===== config.mk =====
export PLATFORM = sky130hd
export DESIGN_NAME = lz77_encoder
export DESIGN_NICKNAME = d
export VERILOG_FILES = /design/src/rtl/lz77_encoder.sv
export SDC_FILE = /design/constraint.sdc
export NUM_CORES = 1
export LEC_CHECK = 0
export CAP_MARGIN = 5
export CORE_UTILIZATION = 58
export DETAILED_ROUTE_END_ITERATION = 16
export HOLD_SLACK_MARGIN = 0.12
export PLACE_DENSITY = 0.78
export SKIP_LAST_GASP = 1
export SYNTH_ARGS = -nofsm -noshare
export SYNTH_HDL_FRONTEND = slang
export SYNTH_SLANG_ARGS = --single-unit

===== constraint.sdc =====
create_clock -name clk -period 6.6 [get_ports clk]
set_input_delay 0.99 -clock clk [delete_from_list [all_inputs] [get_ports clk]]
set_output_delay 0.99 -clock clk [all_outputs]
set_load 0.01 [all_outputs]

===== src/rtl/lz77_encoder.sv =====
// Streaming LZ77 encoder: 9-entry search buffer, 8-entry look-ahead, codewords (pos, len, next char).
// Define LZ77_ENC_EARLY_EXIT_EN to end SEARCH as soon as the longest possible match is found.
module lz77_encoder (
  input  logic       clk,
  input  logic       reset,
  input  logic [7:0] chardata,
  input  logic       in_valid,
  output logic       in_ready,
  output logic       valid,
  output logic [3:0] code_pos,
  output logic [2:0] code_len,
  output logic [7:0] char_nxt,
  output logic       encode,
  output logic       finish
);

  localparam logic [7:0] TERM_CHAR = 8'h24;

  // state    | meaning
  // S_FILL   | accept characters until look-ahead full or terminator stored
  // S_SEARCH | score one search position per cycle, keep the best
  // S_EMIT   | codeword on the outputs with valid high
  // S_SHIFT  | move len+1 characters from look-ahead into search buffer
  // S_DONE   | terminator emitted, idle until reset
  typedef enum logic [2:0] {S_FILL, S_SEARCH, S_EMIT, S_SHIFT, S_DONE} state_t;

  state_t     state, state_nxt;

  logic [7:0] sb [9];
  logic [7:0] la [8];
  logic [3:0] la_cnt;
  logic [3:0] sb_cnt;
  logic       term;
  logic [3:0] p_idx;
  logic [2:0] best_len;
  logic [3:0] best_pos;
  logic [2:0] sh_left;

  logic [7:0] win [17];
  logic [2:0] max_len;
  logic [2:0] cand_len;
  logic [2:0] sel_len;
  logic [3:0] sel_pos;
  logic       take;
  logic       run;
  logic [4:0] idx;
  logic       search_last;

  always_comb begin
    if (la_cnt == 4'd0)      max_len = 3'd0;
    else if (la_cnt >= 4'd8) max_len = 3'd7;
    else                     max_len = 3'(la_cnt - 4'd1);
  end

  // Oldest search entry first, then look-ahead: window index j lives at win[j+9].
  always_comb begin
    for (int i = 0; i < 9; i++) win[i] = sb[8 - i];
    for (int m = 0; m < 8; m++) win[9 + m] = la[m];
  end

  always_comb begin
    cand_len = 3'd0;
    idx      = 5'd0;
    run      = (p_idx < sb_cnt);
    for (int k = 0; k < 7; k++) begin
      idx = 5'(8 + k) - {1'b0, p_idx};
      if (run && (3'(k) < max_len) && (win[idx] == la[k])) cand_len = 3'(k + 1);
      else run = 1'b0;
    end
  end

  assign take    = (cand_len > best_len);
  assign sel_len = take ? cand_len : best_len;
  assign sel_pos = take ? p_idx : best_pos;

`ifdef LZ77_ENC_EARLY_EXIT_EN
  assign search_last = (p_idx == 4'd8) || (sel_len == max_len);
`else
  assign search_last = (p_idx == 4'd8);
`endif

  always_ff @(posedge clk or negedge reset) begin
    if (!reset) state <= S_FILL;
    else        state <= state_nxt;
  end

  always_comb begin
    state_nxt = state;
    in_ready  = 1'b0;
    case (state)
      S_FILL: begin
        in_ready = encode && (la_cnt < 4'd8) && !term;
        if ((la_cnt == 4'd8) || term) state_nxt = S_SEARCH;
      end
      S_SEARCH: if (search_last) state_nxt = S_EMIT;
      S_EMIT:   state_nxt = S_SHIFT;
      S_SHIFT: begin
        if (sh_left == 3'd0) begin
          if (char_nxt == TERM_CHAR) state_nxt = S_DONE;
          else if (term)             state_nxt = S_SEARCH;
          else                       state_nxt = S_FILL;
        end
      end
      S_DONE:   state_nxt = S_DONE;
      default:  state_nxt = S_FILL;
    endcase
  end

  always_ff @(posedge clk or negedge reset) begin
    if (!reset) begin
      for (int i = 0; i < 9; i++) sb[i] <= 8'd0;
      for (int m = 0; m < 8; m++) la[m] <= 8'd0;
      la_cnt   <= 4'd0;
      sb_cnt   <= 4'd0;
      term     <= 1'b0;
      p_idx    <= 4'd0;
      best_len <= 3'd0;
      best_pos <= 4'd0;
      sh_left  <= 3'd0;
      valid    <= 1'b0;
      code_pos <= 4'd0;
      code_len <= 3'd0;
      char_nxt <= 8'd0;
      encode   <= 1'b0;
      finish   <= 1'b0;
    end else begin
      valid  <= 1'b0;
      encode <= (state_nxt != S_DONE);
      finish <= (state_nxt == S_DONE);
      case (state)
        S_FILL: begin
          if (in_valid && in_ready) begin
            la[la_cnt[2:0]] <= chardata;
            la_cnt          <= la_cnt + 4'd1;
            if (chardata == TERM_CHAR) term <= 1'b1;
          end
        end
        S_SEARCH: begin
          p_idx    <= p_idx + 4'd1;
          best_len <= sel_len;
          best_pos <= sel_pos;
          if (search_last) begin
            valid    <= 1'b1;
            code_len <= sel_len;
            code_pos <= sel_pos;
            char_nxt <= la[sel_len];
            sh_left  <= sel_len;
          end
        end
        S_SHIFT: begin
          sb[0] <= la[0];
          for (int i = 1; i < 9; i++) sb[i] <= sb[i - 1];
          for (int m = 0; m < 7; m++) la[m] <= la[m + 1];
          la[7]   <= 8'd0;
          la_cnt  <= la_cnt - 4'd1;
          if (sb_cnt < 4'd9) sb_cnt <= sb_cnt + 4'd1;
          sh_left <= sh_left - 3'd1;
        end
        default: ;
      endcase
      // Fresh scan on every entry into SEARCH, whether from FILL or SHIFT.
      if ((state != S_SEARCH) && (state_nxt == S_SEARCH)) begin
        p_idx    <= 4'd0;
        best_len <= 3'd0;
        best_pos <= 4'd0;
      end
    end
  end

endmodule


==> flow_metrics.env <==
export IMPL_dr_pass1_iters=7
export IMPL_wl_per_cell_um=28.5
export IMPL_fp_dieW_um=172
export IMPL_htreeDepth=4
export IMPL_tightestPinTransition_ns=1.18
export IMPL_worstSetupEndpointType="register"
export IMPL_hold_buffers=0
export IMPL_coreArea_um2=28000
export IMPL_ant_nets=0
export IMPL_vias=16100
export IMPL_yosys_cell_types_count=94
export IMPL_p_leak_uw=0.00785
export IMPL_multi_input_area_um2=11200
export IMPL_r2r_slack_ns=0.23
export IMPL_skew_ns=0.0146
export IMPL_hold_viol_final=0
export IMPL_clock_latency_ns=0.48
export IMPL_root_buffer="clkbuf_16"
export IMPL_drc=0
export IMPL_async_flop_share_pct=100
export IMPL_grt_first_pass_wirelength_mm=92.3
export IMPL_syn_nets=1863
export IMPL_seq_area_um2=4510
export IMPL_setup_viol=0
export IMPL_arrival_ns=6.72
export IMPL_fin_nets=1836
export IMPL_rsz0062_at_grt="false"
export IMPL_syn2layout_area_growth_pct=8.70
export IMPL_dpl_hpwl_mm=44.5
export IMPL_layout_min_cycle_time_ns=6.37
export IMPL_cts_path_max_buffers=2
export IMPL_ir_drop_mv=0.379
export IMPL_finalMaxSlewViolations=0
export IMPL_initial_utilization_pct=59.5
export IMPL_synth_area_leaders="dfrtp_1, mux4_2, nand2_1"
export IMPL_pin_count=30
export IMPL_cp_max_fo=17
export IMPL_die_area_um2=29400
export IMPL_numCtsBuffers=17
export IMPL_drt_initial_drc_count=2823
export IMPL_port_buffers=29
export IMPL_p_per_area_nw_per_um2=520
export IMPL_synthFlopType="dfrtp_1"
export IMPL_relSlewSlack_pct=21.2
export IMPL_yosys_warnings=0
export IMPL_ys_ff_latch=180
export IMPL_r2r_start="p_idx[1]"
export IMPL_synth_top_cell_area_share_pct=27.0
export IMPL_grt_usage_pct=43.1
export IMPL_routabilityCongestion=1.12
export IMPL_grt_overflow=0
export IMPL_nFillCells=2281
export IMPL_r2r_end="char_nxt[4]"
export IMPL_antenna_found_initial=0
export IMPL_synth_enable_flop_cells=0
export IMPL_status="complete, no violations"
export IMPL_crit_type="reg2reg"
export IMPL_final_setup_tns_ns=0
export IMPL_grt_max_degree=113
export IMPL_pre_cts_ws_ns=0.0767
export IMPL_syn_area_per_cell_um2=9.11
export IMPL_synthCells=1830
export IMPL_fp_row_count=61
export IMPL_fin_ws_ns=0.225
export IMPL_antennaDiodeCount=0
export IMPL_clkSinkCount=180
export IMPL_die_y_um=172
export IMPL_maxCapViolations=0
export IMPL_yosysMostFrequentCell="nand2_1"
export IMPL_cts_tree="done"
export IMPL_viasPerCell=7.32
export IMPL_yosys_top_cells_count="nand2_1, dfrtp_1, mux4_2"
export IMPL_synth_area_um2=16700
export IMPL_yosysTopAreaCell="dfrtp_1"
export IMPL_worst_ep_required_time_ns=6.95
export IMPL_drt_total_wl_mm=62.5
export IMPL_critPathLaunchType="register"
export IMPL_clkTransAtPathRegs_ns=0.07
export IMPL_fmax_ghz=0.157
export IMPL_grt_pass1_vias=14700
export IMPL_drive_above_1_share_pct=17.7
export IMPL_reg2reg_depth=25
export IMPL_hold_class="in2async"
export IMPL_period_share_pct=96.6
export IMPL_yosysSeqAreaShare_pct=27.0
timing repair:
item / in CTS / in global routing
endpoints found under the setup margin: 0 / 10
gates resized for setup: 0 / 11
setup buffers: 0 / 1
layer usage:
metal  wire length (um)  global-route usage, %  share of wire, %  vias up
met5                  0                      0                 0        -
met4               4150                   23.8               6.6        0
met3               8330                   12.2                13      287
met2              26300                   62.0                42     1302
met1              23700                   58.3                38     7695
li1                   -                      -                 -     6779
cells in the final DEF, fill, tap and decap left out, types with 13 or more instances in the layout:
master / count
a22oi_1: 67
nor2b_1: 14
dfrtp_1: 178
nand3_1: 46
and3_1: 13
a21oi_1: 45
mux4_1: 20
inv_1: 42
nor3_1: 20
a221oi_1: 13
a211oi_1: 28
mux2_2: 33
buf_4: 96
o22ai_1: 15
nand2_1: 456
clkbuf_16: 19
o21ai_0: 60
clkdlybuf4s50_1: 28
mux4_2: 121
nor2_1: 65
nand2b_1: 20
xnor2_1: 14
a31oi_1: 20
a22o_1: 15
mux2i_1: 96
ha_1: 20
cell families after synthesis:
kind of cell             share of synthesized area, %
AO/OA/AOI/OAI                                    17.5
XOR/XNOR                                         1.46
adder cells (fa/ha/maj)                          1.65
buffers and inverters                            6.25
flip-flops                                       27.0
multiplexers                                     27.8
AND/OR/NAND/NOR                                  18.2
worst max-delay path by stage:
stage,startpoint,to,depth (start not counted)
6_report,p_idx[1],char_nxt[4],25
5_1_grt,p_idx[1],char_nxt[5],22
4_1_cts,p_idx[0],char_nxt[4],22
3_5_place_dp,p_idx[0],char_nxt[4],22
3_3_place_gp,p_idx[0],char_nxt[5],22
2_1_floorplan,p_idx[0],char_nxt[4],26
worst max-delay path, cell delays in order, from the launching register on:
cell and delay [ns]:
dfrtp_4 0.55, inv_1 0.15, buf_4 0.20, ha_1 0.25
nand2b_1 0.21, nand3_1 0.32, a2111oi_2 0.47, buf_4 0.27
nand2_1 0.06, a21boi_0 0.31, o22ai_1 0.15, nor4_1 0.29
buf_4 0.16, nand3_1 0.24, a211oi_4 0.36, ha_1 0.20
nor2b_1 0.12, o21ai_0 0.07, nand2b_1 0.11, inv_1 0.07
a31oi_2 0.28, mux2i_4 0.29, buf_6 0.24, mux4_1 0.59
mux2i_1 0.18, o21ai_1 0.09
report_power, final:
group          internal, uW  switching [uW]  total (uW)
Combinational          2710            3590        6300
Sequential             1360             742        2110
Clock                   529             491        1020
registers in the layout, indices dropped and copies added (netlist names), 3 cells and up:
register,count
sh_left,3
sb,72
char_nxt,8
la,64
best_pos,4
code_pos,4
state,3
p_idx,4
la_cnt,4
sb_cnt,4
best_len,3
code_len,3
layout make-up:
| class | count | area share [%] |
|---|---|---|
| flip-flops and latches | 180 | 24.9 |
| inverters | 42 | 0.870 |
| multi-input cells | 1428 | 61.8 |
| clock inverters | 11 | 0.504 |
| clock buffers | 21 | 2.65 |
| well taps | 378 | 2.61 |
| repair buffers | 134 | 6.64 |
metrics by stage:
stage / hold slack (ns) / util, % / cell area [um2] / cells / power, uW
3_5_place_dp: 0.467 / 62.2 / 17400 / 2159 / 7970
6_report: 0.421 / 64.7 / 18100 / 2194 / 9430
3_3_place_gp: 0.462 / 62.2 / 17400 / 2159 / 7930
4_1_cts: 0.433 / 64.3 / 18000 / 2191 / 9010
2_1_floorplan: 0.465 / - / 16700 / 1830 / 6090
5_1_grt: 0.452 / 64.7 / 18100 / 2194 / 9770
No activity file was read; power rests on OpenSTA's default activity.
